===== src/rtl/mem_arbiter_2b.sv =====
// Two-port block-transfer arbiter/sequencer in front of one shared memory.
// Build option: MEM_ARB_FIXED_PRIO_EN selects fixed priority (port 0 wins) instead of round-robin.
module mem_arbiter_2b #(
    parameter int MEM_LATENCY = 4
) (
    input  logic         clk,
    input  logic         rst_n,
    input  logic         req0,
    input  logic         req1,
    input  logic         isMemRead0,
    input  logic         isMemRead1,
    input  logic [9:0]   address0,
    input  logic [9:0]   address1,
    input  logic [127:0] writeData0,
    input  logic [127:0] writeData1,
    output logic         grant0,
    output logic         grant1,
    output logic         done0,
    output logic         done1,
    output logic [127:0] readData0,
    output logic [127:0] readData1,
    output logic         isMemRead,
    output logic         isLock,
    output logic [31:0]  memAddress,
    output logic [127:0] memWriteData,
    input  logic [127:0] memReadData
);
    typedef enum logic [1:0] {IDLE, ACCESS, DONE} state_t;

    state_t       state, state_nx;
    logic [3:0]   cnt, cnt_nx;
    logic         sel, sel_nx;
    logic         win;
    logic         grant0_nx, grant1_nx, done0_nx, done1_nx, lock_nx, rd_nx;
    logic [31:0]  addr_nx;
    logic [127:0] wdata_nx, rdata0_nx, rdata1_nx;
    logic [9:0]   win_addr;

    // Byte offset within the block is never forwarded to memory.
    logic unused_addr_bits;
    assign unused_addr_bits = ^{address0[3:0], address1[3:0]};

`ifdef MEM_ARB_FIXED_PRIO_EN
    assign win = req0 ? 1'b0 : 1'b1;
`else
    logic last_grant;
    // On a tie the port that did not go last wins; a lone requester always wins.
    assign win = (req0 && req1) ? ~last_grant : req1;

    always_ff @(posedge clk or negedge rst_n) begin
        if (!rst_n)
            last_grant <= 1'b1;
        else if (state == IDLE && (req0 || req1))
            last_grant <= win;
    end
`endif

    assign win_addr = win ? address1 : address0;

    always_comb begin
        state_nx  = state;
        cnt_nx    = cnt;
        sel_nx    = sel;
        grant0_nx = 1'b0;
        grant1_nx = 1'b0;
        done0_nx  = 1'b0;
        done1_nx  = 1'b0;
        lock_nx   = 1'b0;
        rd_nx     = isMemRead;
        addr_nx   = memAddress;
        wdata_nx  = memWriteData;
        rdata0_nx = readData0;
        rdata1_nx = readData1;
        case (state)
            IDLE: begin
                if (req0 || req1) begin
                    state_nx  = ACCESS;
                    sel_nx    = win;
                    cnt_nx    = 4'(MEM_LATENCY - 1);
                    rd_nx     = win ? isMemRead1 : isMemRead0;
                    addr_nx   = {22'b0, win_addr[9:4], 4'b0};
                    wdata_nx  = win ? writeData1 : writeData0;
                    lock_nx   = 1'b1;
                    grant0_nx = ~win;
                    grant1_nx = win;
                end
            end
            ACCESS: begin
                if (cnt == 4'd0) begin
                    // Memory data is valid only in the final access cycle.
                    state_nx = DONE;
                    done0_nx = ~sel;
                    done1_nx = sel;
                    if (isMemRead) begin
                        if (sel) rdata1_nx = memReadData;
                        else     rdata0_nx = memReadData;
                    end
                end else begin
                    cnt_nx    = cnt - 4'd1;
                    lock_nx   = 1'b1;
                    grant0_nx = ~sel;
                    grant1_nx = sel;
                end
            end
            DONE:    state_nx = IDLE;
            default: state_nx = IDLE;
        endcase
    end

    always_ff @(posedge clk or negedge rst_n) begin
        if (!rst_n) begin
            state        <= IDLE;
            cnt          <= 4'd0;
            sel          <= 1'b0;
            grant0       <= 1'b0;
            grant1       <= 1'b0;
            done0        <= 1'b0;
            done1        <= 1'b0;
            isLock       <= 1'b0;
            isMemRead    <= 1'b0;
            memAddress   <= 32'd0;
            memWriteData <= 128'd0;
            readData0    <= 128'd0;
            readData1    <= 128'd0;
        end else begin
            state        <= state_nx;
            cnt          <= cnt_nx;
            sel          <= sel_nx;
            grant0       <= grant0_nx;
            grant1       <= grant1_nx;
            done0        <= done0_nx;
            done1        <= done1_nx;
            isLock       <= lock_nx;
            isMemRead    <= rd_nx;
            memAddress   <= addr_nx;
            memWriteData <= wdata_nx;
            readData0    <= rdata0_nx;
            readData1    <= rdata1_nx;
        end
    end
endmodule

===== config.mk =====
export PLATFORM = sky130hd
export DESIGN_NAME = mem_arbiter_2b
export DESIGN_NICKNAME = d
export VERILOG_FILES = /design/src/rtl/mem_arbiter_2b.sv
export SDC_FILE = /design/constraint.sdc
export NUM_CORES = 1
export LEC_CHECK = 0
export CORE_AREA = 2 2 321 323
export CTS_CLUSTER_DIAMETER = 120
export DETAILED_ROUTE_END_ITERATION = 8
export DIE_AREA = 0 0 323 325
export PLACE_DENSITY = 0.35
export SLEW_MARGIN = 40
export SYNTH_ARGS = -nofsm -noshare
export SYNTH_HDL_FRONTEND = slang
export SYNTH_SLANG_ARGS = --single-unit

===== constraint.sdc =====
create_clock -name clk -period 2.6 [get_ports clk]
set_input_delay 0.26 -clock clk [delete_from_list [all_inputs] [get_ports clk]]
set_output_delay 0.26 -clock clk [all_outputs]
set_load 0.02 [all_outputs]

After elaboration in Yosys (flattened, before gate mapping)
Cells that the tools add are included.

storage, ports and cells
  bits in registers = 404
  bits in latches = 0
  RAM bits = 0
  ROM bits = 0
  input bits = 410
  output and inout bits = 422
  logic and storage cells = 56
  memories kept = 0

cells by class
  $add $sub $neg = 1
  multiply operators = 0
  div/mod/pow operators = 0
  $lt $le $gt $ge = 0
  eq/ne operators = 4
  shift-type cells = 0
  mux-type cells = 23
  bitwise gates (word level) = 3
  reductions and logical operators = 11

operators by type and width
  cell                 count
  $mux 128             1
  $mux 1               12
  $mux 10              1
  $mux 4               2
  $pmux 4 s2           1
  $reduce_and 4->1     2
  $pmux 1 s2           3
  $logic_not 4->1      1
  $mux 2               2
  $ne 2x2->1 const B   2
  $pmux 2 s2           1
  $reduce_and 2->1     2
  $sub 4x1->4 const B  1
  $not 1->1            3
  $reduce_and 3->1     1
  $eq 2x1->1 const B   1
  $logic_and 1x1->1    2
  $logic_not 2->1      1
  $ne 2x1->1 const B   1
  $reduce_bool 2->1    1
  $logic_or 1x1->1     1

Depth between registers and ports, before layout
  depth after elaboration = 5
  gate-level depth with buffers = 7
  depth with buffers taken out = 5

Worst setup path before layout
Ideal clock, no wire load.

  path type = flip-flop to flip-flop
  start = reg cnt[0]
  end = reg readData0[53]
  setup time = 0.125 ns
  arrival time = 1.591 ns
  path slack = 0.884 ns
  stages on the path, launching flop included = 8
  path buffers = 2
  cells stage by stage = dfrtp_1 > inv_1 > ha_1 > nor3b_2 > nand4b_1 > buf_2 > buf_6 > mux2_2

between the ends
  longest elaborated chain between the ends = 2

ends and longest elaborated chain
  element                     line  source
  from (decl)                 31    logic [3:0] cnt, cnt_nx;
  from (signal assigned)      127   cnt <= cnt_nx;
  $logic_not 4->1             89    if (cnt == 4'd0) begin
  $reduce_and 4->1 (no line)  --
  to (signal assigned)        137   readData0 <= rdata0_nx;
  to (decl)                   20    output logic [127:0] readData0,

Every way passes these cells.
A chain may end at the register's enable or synchronous reset.

Final worst setup path
  start = reg cnt[0]
  end = reg readData1[13]

between the ends
  longest elaborated chain between the ends = 2

ends and longest elaborated chain
  element                     line  source
  $logic_not 4->1             89
  $reduce_and 4->1 (no line)  --
  to (signal assigned)        138   readData1 <= rdata1_nx;
  to (decl)                   21    output logic [127:0] readData1,

Every way passes these cells.

==> summary.log <==
[cells_and_area] fillers 10,500
[cells_and_area] ratio of cells with drive above 1 in the final layout 20.3%
[setup_path] buffers and inverters on the worst path 3
[floorplanning] number of placement rows 117
[logic_synthesis] mux contribution to synthesized area 18.1%
[route] detail-routed net length per standard cell 20.6 µm
[timing] slew at the pin closest to its max-slew limit 646 ps
[route] router iterations before antenna repair 4
[cells_and_area] growth of design area from synthesis to finish 70.4%
[timing] unrepaired setup endpoints after global routing no
[floorplanning] initial cell density of the core 16.0%
[place] count of input and output buffers 797
[grt] antenna violations before repair 11
[timing] number of hold-slack violations in the final timing report 0
[logic_synthesis] Post-Synthesis Cell Area 16,200 µm²
[logic_synthesis] largest family of logic cells by synthesized area multiplexers
[setup_path] type of element capturing the critical path register
[logic_synthesis] sequential fraction of the synthesis area 62.3%
[clocking] source-to-sink clock delay at the later pin of the worst-skew pair 620 ps
[clocking] CTS clk-pin slew, worst paths 60 ps
[setup_path] data arrival time of the worst path 2790 ps
[setup_path] data required time of the worst path 3110 ps
[setup_path] cell repeated most along the worst path buf_12
[place] final weighted congestion in routability-driven placement 0.758
[timing] Worst Skew 11.5 ps
[clocking] number of buffers on the longest clock path 3
[setup_path] Slowest-stage cell, CP dfrtp_1
[grt] largest net degree at the start of global routing 91
[setup_path] kind of critical path register to register
[route] DRC marker count from the first detailed-route iteration 364
[grt] All-Layer GR Usage 12.5%
[grt] global route total overflow 0
[logic_synthesis] xor and xnor area share after synthesis 0%
[logic_synthesis] compound-cell area share of the yosys netlist 8.87%
[route] wire length after detailed routing 68,200 µm
[timing] setup violation total in the final timing report 0
[pwr] net load switching power 13.1 mW
[pwr] internal power contribution 22.6 mW
[clocking] clock tree root driver cell clkbuf_16
[pwr] P_leak 11.6 nW
[timing] worst hold slack after final layout 204 ps
[floorplanning] die area 105,000 µm²
[timing] highest achievable clock rate 438 MHz
[logic_synthesis] Synthesis Warnings 0
[timing] setup TNS after final layout 0 ps
[grt] number of global-route vias before repair 13,800
[route] # DRC 0
[pwr] Worst IR Drop VDD 0.482 mV
[min_path] path category of the worst min-delay check input port to asynchronous set/reset pin
[timing] Tmin final 2290 ps
[clocking] number of gates resized after cts 0
[place] hpwl dp 50,500 µm
[setup_path] crit-path leading delay family simple AND/OR/NAND/NOR gates
[route] Vias 12,600
[pwr] areal power density over the cells 1290 nW/µm²
[logic_synthesis] basic-gate share of the synthesized area counting and, or, nand and nor cells 5.79%
[logic_synthesis] Netlist cell types 35
[route] via count normalized by instance count 3.80
[timing] max-slew violation count 0
[setup_path] crit path cell chain inv_1 -> ha_1 -> nor3b_2 -> nand4_1 -> buf_12 -> buf_12 -> mux2_2
[clocking] number of clock buffers inserted by TritonCTS 52
[clocking] TritonCTS clock tree built
[floorplanning] area of the core 101,000 µm²
[pwr] combinational fraction of design power 48.1%
[setup_path] Worst setup SP type register
[logic_synthesis] arithmetic-cell share of the synthesized area counting full adders, half adders and majority gates 0.154%
[timing] remaining max-slew budget at the tightest pin 56.8%
[clocking] Sink Count 404
[setup_path] maximum fanout encountered on the critical timing path 26
[job] # Max-Cap Violations 0
[floorplanning] count of boundary I/O pins 832
[clocking] number of post-CTS setup repair buffers 0
[route] Final ANT Viol Nets 0
[setup_path] slowest cell delay on critical path 370 ps
[logic_synthesis] instance count of the mapped netlist 1,086
[status] outcome completed
[cells_and_area] post-layout net count 2,302
[floorplanning] die height 325 µm
[grt] wire length of the first global-routing pass 97,400 µm
[logic_synthesis] syn_area_per_cell 14.9 µm²
[pwr] Seq pwr share 31.2%
[clocking] H-Tree Depth 2
[floorplanning] Chip Width 323 µm
[pwr] clock group share of total power 20.6%
[pwr] fraction of power spent switching nets 36.8%
[logic_synthesis] total of flip-flops plus latches after synthesis 404
[timing] final worst-path cycle share 87.9%
==> worst reg2reg max path: cells and delay by family, from the launching register on <==
family,cells,cell delay (ps)
adder cells (fa/ha/maj),1,200
buffers and inverters,3,630
flip-flops,1,370
AND/OR/NAND/NOR,2,660
multiplexers,1,310
==> worst paths after layout <==
path	startpoint	endpoint	slack (ps)	cells past startpoint
hold reg to reg	readData0[41]	readData0[41]	500	1
min in group clk	writeData0[35]	memWriteData[35]	250	2
hold / removal	rst_n	readData0[88]	200	2
setup / recovery	cnt[0]	readData1[13]	310	7
setup reg to reg	cnt[0]	readData1[13]	310	7
max in group asynchronous	rst_n	memWriteData[47]	1450	4
==> sequential cells by signal, summed over array words and instances (netlist names) <==
signal,flops
cnt,4
done1,1
isMemRead,1
memWriteData,128
state,2
grant1,1
done0,1
isLock,1
last_grant,1
memAddress,6
readData0,128
readData1,128
sel,1
grant0,1
==> power by group through the flow <==
stage | combinational [mW] | sequential, mW | clock [mW]
6_report | 17.2 | 11.1 | 7.36
5_1_grt | 18.1 | 11.6 | 7.97
3_3_place_gp | 17.4 | 11.2 | 0
4_1_cts | 17.5 | 11.2 | 7.73
2_1_floorplan | 4.45 | 14.9 | 0
3_5_place_dp | 17.5 | 11.2 | 0
==> cell usage after synthesis, drive strengths merged <==
cell	n	area share, %
a21boi	1	0.046
a221o	132	8.1
a22o	2	0.11
a31oi	1	0.039
a32o	1	0.062
and2b	1	0.046
and3	135	5.2
buf	80	3.9
clkbuf	35	0.81
conb	1	0.023
dfrtp	403	62
dfstp	1	0.16
ha	2	0.15
inv	3	0.069
mux2	257	18
mux2i	4	0.25
nand2	1	0.023
nand2b	2	0.077
nand4	1	0.039
nand4b	1	0.054
nor2	3	0.069
nor3	1	0.031
nor3b	1	0.077
nor4	1	0.039
o21ai	8	0.25
o21bai	1	0.046
o221ai	1	0.054
o22ai	2	0.077
o31ai	1	0.046
or2	2	0.077
or3b	1	0.054
==> final cells by class <==
class | count | area [µm²] | share of cell area [%]
Sequential cell | 404 | 10100 | 36.6
Multi-Input combinational cell | 589 | 5470 | 19.8
Antenna cell | 7 | 17.5 | 0.0634
Timing Repair Buffer | 840 | 8560 | 31.0
Tap cell | 1368 | 1710 | 6.19
Clock inverter | 13 | 155 | 0.561
Clock buffer | 81 | 1600 | 5.79
Inverter | 3 | 11.3 | 0.0407
==> kinds of logic (layout without fill, tap and decap cells) <==
| kind of cell | count (synthesis) | in the layout |
|---|---|---|
| simple gates | 150 | 150 |
| mux | 261 | 261 |
| buf+inv | 118 | 937 |
| flops | 404 | 404 |
| fa+ha+maj | 2 | 2 |
| compound gates | 150 | 150 |
| other cells | 1 | 33 |
==> stage by stage <==
stage | total power, mW | setup WS, ps | instance area, µm² | util [%] | cells
after detailed placement | 28.7 | 246 | 25900 | 25.5 | 3203
after floorplan | 19.3 | 884 | 16300 | - | 1111
after CTS | 36.4 | 235 | 27600 | 27.3 | 3298
after global placement | 28.6 | 296 | 25800 | 25.5 | 3202
final | 35.7 | 314 | 27600 | 27.3 | 3305
after global routing | 37.7 | 134 | 27600 | 27.3 | 3303
==> layout by cell type (no fill, tap or decap), types with 2 or more instances in the layout <==
master / n
or2_2: 2
mux2i_1: 4
clkbuf_16: 53
dfrtp_1: 403
nand2b_1: 2
mux2_2: 257
clkbuf_1: 11
buf_12: 20
and3_1: 134
o22ai_1: 2
a221o_1: 132
buf_4: 21
inv_1: 3
a22o_1: 2
clkbuf_8: 17
ha_1: 2
conb_1: 26
diode_2: 7
bufinv_16: 2
clkdlybuf4s50_1: 796
inv_16: 2
nor2_1: 2
clkinv_2: 6
o21ai_0: 7
==> layer usage <==
metal	vias up	global-route usage, %	routed length, µm
met5	-	0	46
met4	6	3.78	1760
met3	90	4.97	6640
met2	554	22.3	34500
met1	6252	13.5	25300
li1	5669	-	-
==> what timing repair did <==
| item | 4_1_cts | 5_1_grt |
|---|---|---|
| endpoints found under the setup margin | 0 | 0 |
| hold buffers | 1 | 0 |
| hold endpoints to repair | 53 | 0 |
(Power assumes the default switching activity.)
